### src/rtl/spi_pkg.sv
// ---------------------------------------------------------------------------
// spi_pkg
// Shared SPI definitions used by the master transmitter and the slave
// receiver: FSM state encodings, word width, bus mode constants and a small
// elaboration-time helper.
// No ports (package).
// ---------------------------------------------------------------------------
package spi_pkg;

    localparam int SPI_WORD_W = 8;

    // Mode 0: sck idles low, data sampled on the rising edge.
    localparam bit SPI_CPOL = 1'b0;
    localparam bit SPI_CPHA = 1'b0;

    typedef enum logic [2:0] {
        ST_IDLE  = 3'd0,
        ST_SETUP = 3'd1,
        ST_LOW   = 3'd2,
        ST_HIGH  = 3'd3,
        ST_HOLD  = 3'd4,
        ST_GAP   = 3'd5
    } spi_state_e;

    function automatic int spi_max3(input int a, input int b, input int c);
        int m;
        m = a;
        if (b > m) m = b;
        if (c > m) m = c;
        return m;
    endfunction

endpackage

### src/rtl/spi_phase_timer.sv
// ---------------------------------------------------------------------------
// spi_phase_timer
// Loadable down-counter shared by every timed phase of the SPI master.
// Loading N-1 on phase entry makes o_tc assert in the N-th cycle of the phase.
// Ports:
//   i_clk       system clock
//   i_reset     synchronous active-high reset
//   i_load      load i_load_val this cycle (phase entry)
//   i_load_val  phase length minus one
//   o_tc        count is zero: last cycle of the current phase
//   o_tc_next   count is one: the next cycle is the last of the phase
// ---------------------------------------------------------------------------
module spi_phase_timer #(
    parameter int W = 3
) (
    input  logic         i_clk,
    input  logic         i_reset,
    input  logic         i_load,
    input  logic [W-1:0] i_load_val,
    output logic         o_tc,
    output logic         o_tc_next
);

    logic [W-1:0] r_cnt;

    // NOTE: sequential state uses non-blocking assignments so every flop
    // samples pre-edge values regardless of process ordering.
    always_ff @(posedge i_clk) begin
        if (i_reset) begin
            r_cnt <= '0;
        end else if (i_load) begin
            r_cnt <= i_load_val;
        end else if (r_cnt != '0) begin
            r_cnt <= r_cnt - 1'b1;
        end
    end

    assign o_tc      = (r_cnt == '0);
    assign o_tc_next = (r_cnt == W'(1));

endmodule

### src/rtl/spi_master_tx.sv
// ---------------------------------------------------------------------------
// spi_master_tx
// SPI mode-0 master transmitter, MSB first, 8-bit frames. Bytes arrive over a
// valid/ready handshake and are shifted out at clk/(2*CLK_DIV). Every frame
// ends with an sck-low HOLD phase while cs is still low so the receiver can
// register its last bit.
// Build option: define SPI_MASTER_TX_BURST_EN to accept one follow-on byte
// during HOLD and continue without releasing cs.
// Ports:
//   i_clk       system clock
//   i_reset     synchronous active-high reset (aborts any frame at once)
//   i_tx_data   byte to send, sampled on accept
//   i_tx_valid  byte available
//   o_tx_ready  block can accept (accept = i_tx_valid & o_tx_ready)
//   o_busy      high in every state except IDLE
//   o_done      one-cycle pulse in the last cycle of each byte's HOLD phase
//   o_sck       serial clock, idles low
//   o_mosi      serial data, changes only while sck is low
//   o_cs        chip select, active low
// ---------------------------------------------------------------------------
module spi_master_tx
    import spi_pkg::*;
#(
    parameter int CLK_DIV  = 4,
    parameter int CS_SETUP = 2,
    parameter int CS_GAP   = 2
) (
    input  logic                  i_clk,
    input  logic                  i_reset,
    input  logic [SPI_WORD_W-1:0] i_tx_data,
    input  logic                  i_tx_valid,
    output logic                  o_tx_ready,
    output logic                  o_busy,
    output logic                  o_done,
    output logic                  o_sck,
    output logic                  o_mosi,
    output logic                  o_cs
);

    localparam int DIV_W = $clog2(spi_max3(CLK_DIV, CS_SETUP, CS_GAP) + 1);

    if (CLK_DIV < 2) begin : g_bad_clk_div
        $error("spi_master_tx: CLK_DIV must be >= 2");
    end
    if (CS_SETUP < 1) begin : g_bad_cs_setup
        $error("spi_master_tx: CS_SETUP must be >= 1");
    end
    if (CS_GAP < 1) begin : g_bad_cs_gap
        $error("spi_master_tx: CS_GAP must be >= 1");
    end

    spi_state_e            r_state, w_next_state;
    logic [SPI_WORD_W-1:0] r_shreg;
    logic [2:0]            r_bitcnt;
    logic                  r_tx_ready, r_busy, r_done, r_sck, r_mosi, r_cs;
    logic                  w_tx_ready_d, w_busy_d, w_done_d, w_sck_d, w_cs_d;
    logic                  w_load, w_tc, w_tc_next;
    logic [DIV_W-1:0]      w_load_val;
    logic                  w_accept, w_have_next, w_pending_d;

    assign w_accept = i_tx_valid & r_tx_ready;

`ifdef SPI_MASTER_TX_BURST_EN
    logic                  r_pending;
    logic [SPI_WORD_W-1:0] r_pend_data;
    logic [SPI_WORD_W-1:0] w_next_byte;

    // A byte accepted in the final HOLD cycle is used directly; earlier ones
    // wait in the pending register.
    assign w_have_next = r_pending | w_accept;
    assign w_next_byte = r_pending ? r_pend_data : i_tx_data;
    assign w_pending_d = (r_state == ST_HOLD) && !w_tc && w_have_next;
`else
    assign w_have_next = 1'b0;
    assign w_pending_d = 1'b0;
`endif

    spi_phase_timer #(.W(DIV_W)) u_timer (
        .i_clk      (i_clk),
        .i_reset    (i_reset),
        .i_load     (w_load),
        .i_load_val (w_load_val),
        .o_tc       (w_tc),
        .o_tc_next  (w_tc_next)
    );

    // State register.
    always_ff @(posedge i_clk) begin
        if (i_reset) r_state <= ST_IDLE;
        else         r_state <= w_next_state;
    end

    // Next-state logic.
    // NOTE: every variable written here gets a default first so no latch is
    // inferred on paths that do not assign it.
    always_comb begin
        w_next_state = r_state;
        unique case (r_state)
            ST_IDLE:  if (w_accept) w_next_state = ST_SETUP;
            ST_SETUP: if (w_tc)     w_next_state = ST_LOW;
            ST_LOW:   if (w_tc)     w_next_state = ST_HIGH;
            ST_HIGH:  if (w_tc)     w_next_state = (r_bitcnt == 3'd7) ? ST_HOLD : ST_LOW;
            ST_HOLD:  if (w_tc)     w_next_state = w_have_next ? ST_LOW : ST_GAP;
            ST_GAP:   if (w_tc)     w_next_state = ST_IDLE;
            default:                w_next_state = ST_IDLE;
        endcase
    end

    // Output logic: next values of the registered outputs plus timer reload.
    // Outputs follow the state being entered, so they line up with it.
    always_comb begin
        w_load     = (w_next_state != r_state);
        w_load_val = '0;
        case (w_next_state)
            ST_SETUP:                  w_load_val = DIV_W'(CS_SETUP - 1);
            ST_LOW, ST_HIGH, ST_HOLD:  w_load_val = DIV_W'(CLK_DIV - 1);
            ST_GAP:                    w_load_val = DIV_W'(CS_GAP - 1);
            default:                   w_load_val = '0;
        endcase
        w_cs_d       = (w_next_state == ST_IDLE) || (w_next_state == ST_GAP);
        w_sck_d      = (w_next_state == ST_HIGH);
        w_busy_d     = (w_next_state != ST_IDLE);
        w_done_d     = (r_state == ST_HOLD) && w_tc_next;
        w_tx_ready_d = (w_next_state == ST_IDLE);
`ifdef SPI_MASTER_TX_BURST_EN
        // Ready drops as soon as the single follow-on slot is taken.
        if (w_next_state == ST_HOLD && !w_pending_d) w_tx_ready_d = 1'b1;
`endif
    end

    // Output registers and datapath.
    always_ff @(posedge i_clk) begin
        if (i_reset) begin
            r_cs       <= 1'b1;
            r_sck      <= 1'b0;
            r_mosi     <= 1'b0;
            r_done     <= 1'b0;
            r_busy     <= 1'b0;
            r_tx_ready <= 1'b0;
            r_bitcnt   <= '0;
            r_shreg    <= '0;
`ifdef SPI_MASTER_TX_BURST_EN
            r_pending   <= 1'b0;
            r_pend_data <= '0;
`endif
        end else begin
            r_cs       <= w_cs_d;
            r_sck      <= w_sck_d;
            r_done     <= w_done_d;
            r_busy     <= w_busy_d;
            r_tx_ready <= w_tx_ready_d;
            if (r_state == ST_IDLE && w_accept) begin
                r_shreg  <= i_tx_data;
                r_mosi   <= i_tx_data[SPI_WORD_W-1];
                r_bitcnt <= '0;
            end else if (r_state == ST_HIGH && w_tc && r_bitcnt != 3'd7) begin
                // mosi moves on the falling sck edge, a full half-period
                // before the next rising edge.
                r_shreg  <= {r_shreg[SPI_WORD_W-2:0], 1'b0};
                r_mosi   <= r_shreg[SPI_WORD_W-2];
                r_bitcnt <= r_bitcnt + 3'd1;
            end
`ifdef SPI_MASTER_TX_BURST_EN
            else if (r_state == ST_HOLD && w_tc && w_have_next) begin
                r_shreg  <= w_next_byte;
                r_mosi   <= w_next_byte[SPI_WORD_W-1];
                r_bitcnt <= '0;
            end
            r_pending <= w_pending_d;
            if (r_state == ST_HOLD && w_accept) r_pend_data <= i_tx_data;
`endif
        end
    end

    assign o_tx_ready = r_tx_ready;
    assign o_busy     = r_busy;
    assign o_done     = r_done;
    assign o_sck      = r_sck;
    assign o_mosi     = r_mosi;
    assign o_cs       = r_cs;

endmodule

### config.mk
export PLATFORM = sky130hd
export DESIGN_NAME = spi_master_tx
export DESIGN_NICKNAME = d
export VERILOG_FILES = /design/src/rtl/spi_pkg.sv /design/src/rtl/spi_phase_timer.sv /design/src/rtl/spi_master_tx.sv
export SDC_FILE = /design/constraint.sdc
export NUM_CORES = 1
export LEC_CHECK = 0
export BUFFER_PORTS_ARGS = -buffer_cell sky130_fd_sc_hd__buf_4
export CAP_MARGIN = 20
export CORE_MARGIN = 5
export CORE_UTILIZATION = 57
export DETAILED_ROUTE_END_ITERATION = 6
export PLACE_DENSITY = 0.86
export SLEW_MARGIN = 30
export SYNTH_ARGS = -nofsm -noshare
export SYNTH_HDL_FRONTEND = slang
export SYNTH_SLANG_ARGS = --single-unit
### constraint.sdc
create_clock -name i_clk -period 4.14 [get_ports i_clk]
set_input_delay 0.621 -clock i_clk [delete_from_list [all_inputs] [get_ports i_clk]]
set_output_delay 0.621 -clock i_clk [all_outputs]
set_load 0.005 [all_outputs]
==> impl_metrics.env, run 1 <==
export IMPL_holdCritPathClass="reg -> reg"
export IMPL_design_area_mm2=0.00120
export IMPL_hold_viol_final=0
export IMPL_slew_headroom=0.590
export IMPL_start_util=0.604
export IMPL_synth_top_area_frac=0.418
export IMPL_cts_sinks=22
export IMPL_clkLatencyLatePin_ns=0.32
export IMPL_seq_area_frac_synth=0.418
export IMPL_die_y_um=53.0
export IMPL_placed_area_mm2=0.00115
export IMPL_dp_hpwl_um=1530
export IMPL_cts_setup_buffers=0
export IMPL_synth_area_leader_cell="dfxtp_1"
export IMPL_die_width_um=53.0
export IMPL_synth_area_leaders="dfxtp_1, ha_1, a21oi_1"
export IMPL_grt_start_max_net_pins=22
export IMPL_grt_remaining_overflow=0
export IMPL_synthTopCellsByCount="dfxtp_1, a21oi_1, nand3_1"
export IMPL_drt_vias_per_instance=5.95
export IMPL_routed_top_layer="met4"
export IMPL_drt_pass1_iterations=4
export IMPL_crit_path_end_kind="flop"
export IMPL_wl_met1_um=984
export IMPL_placed_cells=143
export IMPL_status="finished, final reports clean"
export IMPL_post_route_min_period_ns=1.73
export IMPL_critPathRequiredTime_ns=4.38
export IMPL_cts_tree="yes"
export IMPL_htreeDepth=1
export IMPL_vias=874
export IMPL_clockRootBuffer="clkbuf_4"
export IMPL_synth_flop_cell="dfxtp_1"
export IMPL_post_route_period_util=0.417
export IMPL_antenna_left=0
export IMPL_async_reset_ff_frac=0
export IMPL_hold_slack_ns=0.480
export IMPL_syn_num_nets=125
export IMPL_final_max_slew_viol_count=0
export IMPL_core_area_mm2=0.00175
export IMPL_max_vdd_ir_drop_mv=0.441
export IMPL_drt_wirelength_per_cell_um=15.0
export IMPL_met3_length_um=104
export IMPL_finClkSkew_ns=0.0168
export IMPL_setup_tns_ns=0
export IMPL_crit_type="reg -> reg"
export IMPL_grt_pass1_wl_um=3620
export IMPL_syn_avg_cell_area_um2=9.68
export IMPL_syn_area_mm2=0.00105
export IMPL_rsz0062_at_grt="no"
export IMPL_synth_distinct_cells=36
export IMPL_critical_path_max_stage_delay_ns=0.57
export IMPL_yosysWarnings=0
export IMPL_crit_family="simple AND/OR/NAND/NOR gates"
export IMPL_synthToLayoutAreaGrowth_pct=14.0
export IMPL_cap_violations=0
export IMPL_worst_slew_pin_slew_ns=0.614
export IMPL_drc_errors=0
export IMPL_antenna_cells=0
export IMPL_synthCells=109
export IMPL_critPathMaxFanout=15
export IMPL_cts_resized=0
export IMPL_slowest_stage="and3_1"
export IMPL_crit_chain="nor2b_1, and3_1, a22oi_1, a21oi_1"
export IMPL_postCtsHoldBufs=0
export IMPL_cts_buffers=3
export IMPL_grtUsageTotal=0.178
export IMPL_initialDrtViolationCount=26
export IMPL_powerDensity_mw_per_mm2=542
export IMPL_wl_met2_um=1070
export IMPL_critPathLaunchType="flop"
export IMPL_leakage_uw=0.000485
export IMPL_yosys_register_bits=22
export IMPL_routed_wl_um=2210
export IMPL_cp_buffers_inverters=0
export IMPL_rows=15
export IMPL_fmax_ghz=0.579
export IMPL_die_area_mm2=0.00281
export IMPL_synth_edf_count=0
export IMPL_cts_buffer_depth=2
export IMPL_gp_congestion=0.870
export IMPL_synth_most_common_cell="dfxtp_1"
export IMPL_antenna_found_initial=0
export IMPL_worstPathArrival_ns=1.97
export IMPL_port_buffers=16
export IMPL_final_nets=139
export IMPL_io_pins=17
export IMPL_drive_gt1_frac=0.238
export IMPL_clkTransAtPathRegs_ns=0.14
export IMPL_final_cells=147
export IMPL_grt_pass1_vias=848
export IMPL_setup_violations_final=0
-- worst min-delay path: stages, from the launching register on --
cell     delay, ns
dfxtp_1       0.33
nand3_1       0.06
a21oi_1       0.06
-- per-stage QoR --
| stage | total power, µW | util | setup WS (ns) |
|---|---|---|---|
| after floorplan | 437 | - | 2.67 |
| after global placement | 475 | 0.659 | 2.52 |
| after detailed placement | 484 | 0.659 | 2.47 |
| after CTS | 648 | 0.689 | 2.43 |
| after global routing | 687 | 0.689 | 2.27 |
| final | 651 | 0.689 | 2.41 |
-- sequential cells by signal, summed over array words and instances (netlist names) --
name / cells
r_shreg: 7
r_state: 3
u_timer.r_cnt: 3
o_done: 1
o_cs: 1
o_sck: 1
o_busy: 1
o_tx_ready: 1
o_mosi: 1
r_bitcnt: 3
-- power by group --
part	internal (µW)	leakage, µW	switching, µW	total [µW]
Combinational	94.0	0.000277	115	208
Clock	98.0	0.0000279	68.9	167
Sequential	246	0.000180	29.4	276
-- cells in the final DEF (no fill, tap or decap) --
| cell type | instances |
|---|---|
| dfxtp_1 | 22 |
| buf_4 | 16 |
| a21oi_1 | 10 |
| nand3_1 | 9 |
| nor2_1 | 6 |
| nand2_1 | 6 |
| a22oi_1 | 6 |
| ha_1 | 5 |
| inv_1 | 3 |
| mux2i_1 | 3 |
| nor3_2 | 3 |
| nor3_1 | 3 |
| o21ai_0 | 3 |
| clkbuf_4 | 3 |
| nor2b_1 | 2 |
| and3_1 | 2 |
| or2_2 | 1 |
| nand2b_1 | 1 |
| o41ai_1 | 1 |
| and2b_1 | 1 |
| a21o_2 | 1 |
| a221oi_1 | 1 |
| nand4b_4 | 1 |
| nor4_1 | 1 |
| nor3_4 | 1 |
| or3_1 | 1 |
| o21ba_2 | 1 |
| nand4bb_1 | 1 |
| o211ai_1 | 1 |
| a221o_1 | 1 |
| nor3b_1 | 1 |
| and3b_1 | 1 |
| a211oi_2 | 1 |
| xnor2_1 | 1 |
| o311ai_0 | 1 |
| bufinv_16 | 1 |
-- metal layers --
layer | track usage | vias to the layer above
li1 | - | 426
met1 | 0.211 | 410
met2 | 0.302 | 31
met3 | 0.0423 | 7
met4 | 0.0766 | 0
met5 | 0 | -
-- final timing paths --
check | depth (start not counted) | start | to | slack, ns
worst max-delay path | 4 | r_state[2]$_SDFF_PP0_ | r_shreg[6]$_SDFFE_PP0P_ | 2.41
worst min register to register | 2 | o_mosi$_SDFFE_PP0P_ | o_mosi$_SDFFE_PP0P_ | 0.48
worst min-delay path | 2 | o_mosi$_SDFFE_PP0P_ | o_mosi$_SDFFE_PP0P_ | 0.48
worst max register to register | 4 | r_state[2]$_SDFF_PP0_ | r_shreg[6]$_SDFFE_PP0P_ | 2.41
-- cell families (layout without fill, tap and decap cells) --
| logic type | count (synthesis) | in the layout | share of synthesized area |
|---|---|---|---|
| xor gates and xnor gates | 1 | 1 | 0.00831 |
| buffers and inverters | 10 | 23 | 0.0641 |
| muxes | 3 | 3 | 0.0285 |
| and+or+nand+nor | 41 | 41 | 0.247 |
| AOI/OAI and AO/OA | 27 | 27 | 0.176 |
| DFF | 22 | 22 | 0.418 |
| adders and majority gates | 5 | 5 | 0.0593 |
-- layout make-up --
type / instances / area, µm²
multi-input combinational: 77 / 547
fill: 136 / 543
sequential: 22 / 440
timing repair buffer: 16 / 120
tap: 25 / 31.3
clock inverter: 1 / 30.0
clock buffer: 3 / 22.5
inverter: 3 / 11.3
(Power assumes the default switching activity.)
==> run 2, diff against run 1 <==
--- a/config.mk
+++ b/config.mk
@@ -8,9 +8,9 @@
 export BUFFER_PORTS_ARGS = -buffer_cell sky130_fd_sc_hd__buf_4
 export CAP_MARGIN = 20
 export CORE_MARGIN = 5
-export CORE_UTILIZATION = 57
+export CORE_UTILIZATION = 54
 export DETAILED_ROUTE_END_ITERATION = 6
-export PLACE_DENSITY = 0.86
+export PLACE_DENSITY = 0.83
 export SLEW_MARGIN = 30
 export SYNTH_ARGS = -nofsm -noshare
 export SYNTH_HDL_FRONTEND = slang
==> constraint.sdc (replaced) <==
create_clock -name i_clk -period 1.6 [get_ports i_clk]
set_input_delay 0.24 -clock i_clk [delete_from_list [all_inputs] [get_ports i_clk]]
set_output_delay 0.24 -clock i_clk [all_outputs]
set_load 0.005 [all_outputs]
==> run 2 against run 1 <==
Non-clock buffer count grew 5; flip-flop and latch count unchanged; via count is 2.4% lower; worst setup slack lost 2.3 ns; global-route usage fell by 1.3 points; register-to-register slack got worse by 2.3 ns; critical path depth grew 1; first-iteration DRC count decreased by 15%.
==> impl_metrics.env, run 2 (synthesis gave the netlist of run 1 again) <==
export IMPL_status="finished, final reports clean"
export IMPL_r2r_slack_ns=0.08
export IMPL_fmax_ghz=0.659
export IMPL_drt_vias_per_instance=5.58
export IMPL_antenna_left=0
export IMPL_antenna_found_initial=0
export IMPL_die_area_mm2=0.00294
export IMPL_finClkSkew_ns=0.00574
export IMPL_fin_ws_ns=0.0819
export IMPL_layout_common_cells="dfxtp_1, buf_4, a21oi_1, nand3_1"
export IMPL_rsz0062_at_grt="yes"
export IMPL_cts_setup_buffers=0
export IMPL_initialDrtViolationCount=22
export IMPL_gp_congestion=0.819
export IMPL_synthToLayoutAreaGrowth_pct=17.2
export IMPL_post_route_period_util=0.949
export IMPL_critPathRequiredTime_ns=1.80
export IMPL_htreeDepth=1
export IMPL_drc_errors=0
export IMPL_drive_gt1_frac=0.310
export IMPL_die_y_um=54.2
export IMPL_die_width_um=54.2
export IMPL_worstPathArrival_ns=1.71
export IMPL_clockRootBuffer="clkbuf_4"
export IMPL_routed_wl_um=2120
export IMPL_hold_viol_final=0
export IMPL_grt_remaining_overflow=0
export IMPL_drt_wirelength_per_cell_um=13.9
export IMPL_grt_start_max_net_pins=22
export IMPL_antenna_cells=0
export IMPL_final_common_cell="dfxtp_1"
export IMPL_cts_sinks=22
export IMPL_cap_violations=0
export IMPL_rows=16
export IMPL_post_route_min_period_ns=1.52
export IMPL_dp_hpwl_um=1520
export IMPL_vias=853
export IMPL_powerDensity_mw_per_mm2=1230
export IMPL_max_vdd_ir_drop_mv=0.886
export IMPL_critPathMaxFanout=8
export IMPL_cts_tree="yes"
export IMPL_grt_pass1_vias=832
export IMPL_leakage_uw=0.000500
export IMPL_cts_buffer_depth=2
export IMPL_slew_headroom=0.786
export IMPL_final_max_slew_viol_count=0
export IMPL_holdCritPathClass="in -> reg"
export IMPL_core_area_mm2=0.00190
export IMPL_cts_buffers=3
export IMPL_final_nets=144
export IMPL_largest_reg_flops=7
export IMPL_port_buffers=16
export IMPL_worst_slew_pin_slew_ns=0.318
export IMPL_post_place_ws_ns=-0.0172
export IMPL_crit_path_end_kind="flop"
export IMPL_critPathLaunchType="flop"
export IMPL_io_pins=17
export IMPL_start_util=0.555
export IMPL_setup_violations_final=0
export IMPL_regMostFlops="r_shreg"
export IMPL_clkTransAtPathRegs_ns=0.12
export IMPL_clkLatencyLatePin_ns=0.30
export IMPL_crit_type="reg -> reg"
export IMPL_grt_pass1_wl_um=3440
export IMPL_drt_pass1_iterations=4
export IMPL_grtUsageTotal=0.165
export IMPL_hold_slack_ns=0.175
[run 2: path summary, 6_finish.rpt]
check / startpoint / end / cells after the start
max: r_bitcnt[0]$_SDFFE_PP0P_ / r_shreg[6]$_SDFFE_PP0P_ / 5
min: i_tx_data[0] / r_shreg[0]$_SDFFE_PP0P_ / 3
max reg2reg: r_bitcnt[0]$_SDFFE_PP0P_ / r_shreg[6]$_SDFFE_PP0P_ / 5
min reg2reg: r_shreg[0]$_SDFFE_PP0P_ / r_shreg[0]$_SDFFE_PP0P_ / 2
[run 2: critical path, stage by stage, from the launching register on]
cell and delay [ns]:
dfxtp_1 0.34, ha_1 0.21, ha_1 0.23, or3_4 0.43, nand3_1 0.11, a21oi_1 0.08
[run 2: what timing repair did]
action | CTS | global route
setup endpoints to repair | 7 | 15
hold buffers | 0 | 0
cloned | 0 | 0
resized for setup | 1 | 6
[run 2: metal layers]
metal  up-vias  part of all wire  global-route usage
met5         -                 0                   0
met4         0             0.015              0.0871
met3         4             0.052              0.0471
met2        22              0.50               0.271
met1       396              0.43               0.191
li1        431                 -                   -
[run 2: final cells by class]
class / count / area (µm²)
clock buffer: 3 / 22.5
fill: 166 / 666
inverter: 3 / 11.3
sequential: 22 / 442
timing repair buffer: 21 / 161
tap: 27 / 33.8
multi-input combinational: 77 / 566
[run 2: per-stage QoR]
step           std cells  instance area [µm²]  power, µW  setup TNS (ns)  utilization
6_report             153                 1240       1530               0        0.650
5_1_grt              153                 1240       1640        -0.00969        0.650
4_1_cts              153                 1220       1520               0        0.640
3_5_place_dp         150                 1190       1270         -0.0172        0.626
3_3_place_gp         150                 1190       1250               0        0.626
2_1_floorplan        109                 1050       1130               0            -
[run 2: power breakdown]
part | internal [µW] | total [µW] | switching [µW]
Clock | 87.9 | 247 | 159
Sequential | 640 | 716 | 75.6
Combinational | 266 | 563 | 297
Total | 994 | 1530 | 532
==> run 3, diff against run 2 <==
--- a/config.mk
+++ b/config.mk
@@ -8,9 +8,9 @@
 export BUFFER_PORTS_ARGS = -buffer_cell sky130_fd_sc_hd__buf_4
 export CAP_MARGIN = 20
 export CORE_MARGIN = 5
-export CORE_UTILIZATION = 54
+export CORE_UTILIZATION = 30
 export DETAILED_ROUTE_END_ITERATION = 6
-export PLACE_DENSITY = 0.83
+export PLACE_DENSITY_LB_ADDON = 0.05
 export SLEW_MARGIN = 30
 export SYNTH_ARGS = -nofsm -noshare
 export SYNTH_HDL_FRONTEND = slang
==> run 3 against run 2 <==
Critical path depth increased by 2; flip-flop and latch count is the same; count of clock-buffer cells in the layout unchanged; total power increased by 14%; global-route usage is 6.5 points lower.
==> impl_metrics.env, run 3 (synthesis gave the netlist of run 1 again) <==
export IMPL_grt_start_max_net_pins=22
export IMPL_slowest_stage="dfxtp_1"
export IMPL_initialDrtViolationCount=26
export IMPL_powerDensity_mw_per_mm2=1330
export IMPL_grt_remaining_overflow=0
export IMPL_die_area_mm2=0.00480
export IMPL_routed_wl_um=2320
export IMPL_critPathLaunchType="flop"
export IMPL_r2r_slack_ns=0.1
export IMPL_cts_buffers=3
export IMPL_drive_gt1_frac=0.320
export IMPL_vias=852
export IMPL_clkLatencyLatePin_ns=0.31
export IMPL_post_route_period_util=0.939
export IMPL_status="finished, final reports clean"
export IMPL_cts_tree="yes"
export IMPL_rsz0062_at_grt="no"
export IMPL_clkTransAtPathRegs_ns=0.13
export IMPL_crit_path_end_kind="flop"
export IMPL_core_area_mm2=0.00336
export IMPL_finClkSkew_ns=0.00479
export IMPL_synthToLayoutAreaGrowth_pct=24.2
export IMPL_fmax_ghz=0.666
export IMPL_antenna_cells=0
export IMPL_final_nets=145
export IMPL_regMostFlops="r_shreg"
export IMPL_antenna_left=0
export IMPL_drt_vias_per_instance=4.90
export IMPL_htreeDepth=1
export IMPL_cts_sinks=22
export IMPL_die_y_um=69.3
export IMPL_grt_pass1_wl_um=4000
export IMPL_grt_pass1_vias=835
export IMPL_utilization=0.390
export IMPL_io_pins=17
export IMPL_critPathRequiredTime_ns=1.81
export IMPL_hold_slack_ns=0.179
export IMPL_max_vdd_ir_drop_mv=0.394
export IMPL_p_total_uw=1740
export IMPL_drt_wirelength_per_cell_um=13.3
export IMPL_postCtsHoldBufs=0
export IMPL_start_util=0.314
export IMPL_hold_viol_final=0
export IMPL_crit_type="reg -> reg"
export IMPL_die_width_um=69.3
export IMPL_slew_headroom=0.755
export IMPL_leakage_uw=0.000518
export IMPL_cap_violations=0
export IMPL_port_buffers=16
export IMPL_setup_violations_final=0
export IMPL_gp_congestion=0.721
export IMPL_clockRootBuffer="clkbuf_4"
export IMPL_critPathMaxFanout=10
export IMPL_largest_reg_flops=7
export IMPL_setup_tns_ns=0
export IMPL_worst_slew_pin_slew_ns=0.363
export IMPL_rows=21
export IMPL_worstPathArrival_ns=1.71
export IMPL_layout_common_cells="dfxtp_1, buf_4, nand3_1, a21oi_1"
export IMPL_design_area_mm2=0.00131
export IMPL_grtUsageTotal=0.100
export IMPL_cts_buffer_depth=2
export IMPL_antenna_found_initial=0
export IMPL_dp_hpwl_um=1660
export IMPL_drc_errors=0
export IMPL_final_common_cell="dfxtp_1"
export IMPL_placed_area_mm2=0.00123
export IMPL_drt_pass1_iterations=4
export IMPL_crit_chain="inv_1, ha_2, nand4b_4, nor3_4, buf_12, mux2i_1, nor3_2"
export IMPL_post_route_min_period_ns=1.50
export IMPL_holdCritPathClass="in -> reg"
export IMPL_final_max_slew_viol_count=0
export IMPL_critical_path_max_stage_delay_ns=0.33
-- run 3: cell types whose count changed in the layout (fill, tap and decap cells not counted), sizes merged --
cell	previous run	this run
buf	21	22
bufinv	0	1
-- run 3: per-layer routing --
layer / track usage / up-vias / wire (µm)
met1: 0.142 / 403 / 1240
met2: 0.143 / 12 / 986
met3: 0.0246 / 2 / 73
li1: - / 435 / -
met5: 0 / - / 0
met4: 0.0390 / 0 / 20
-- run 3: through the flow --
stage	setup slack, ns	cells
after detailed placement	-0.0262	170
final	0.0983	174
after floorplan	0.130	109
after global routing	0.0105	174
after CTS	0.0641	174
after global placement	0.0118	170
-- run 3: power breakdown --
group	switching (µW)	leakage, µW	internal [µW]	total (µW)
clock network	180	0.0000279	253	433
logic	316	0.000310	289	605
registers	66.4	0.000180	637	704
-- run 3: critical path, delay by kind of cell, from the launching register on --
family | cells | cell delay, ns
AND/OR/NAND/NOR | 3 | 0.36
buffers and inverters | 2 | 0.25
multiplexers | 1 | 0.23
flip-flops | 1 | 0.33
adder cells (fa/ha/maj) | 1 | 0.24
-- run 3: path summary, 6_finish.rpt --
check / start / to / depth (start not counted)
worst max-delay path: u_timer.r_cnt[1]$_SDFFE_PP0P_ / r_bitcnt[1]$_SDFFE_PP0P_ / 7
worst min-delay path: i_tx_data[0] / r_shreg[0]$_SDFFE_PP0P_ / 3
worst max register to register: u_timer.r_cnt[1]$_SDFFE_PP0P_ / r_bitcnt[1]$_SDFFE_PP0P_ / 7
worst min register to register: r_shreg[6]$_SDFFE_PP0P_ / r_shreg[6]$_SDFFE_PP0P_ / 2
-- run 3: repair_timing --
action                                  4_1_cts  5_1_grt
setup buffers                                 0        0
resized for setup                             1        6
endpoints found under the setup margin        8        8
-- run 3: cell type report --
| type | count | area [µm²] |
|---|---|---|
| Fill cell | 379 | 2050 |
| Multi-Input combinational cell | 77 | 571 |
| Sequential cell | 22 | 440 |
| Timing Repair Buffer | 22 | 178 |
| Tap cell | 46 | 57.6 |
| Clock inverter | 1 | 30.0 |
| Clock buffer | 3 | 22.5 |
| Inverter | 3 | 11.3 |
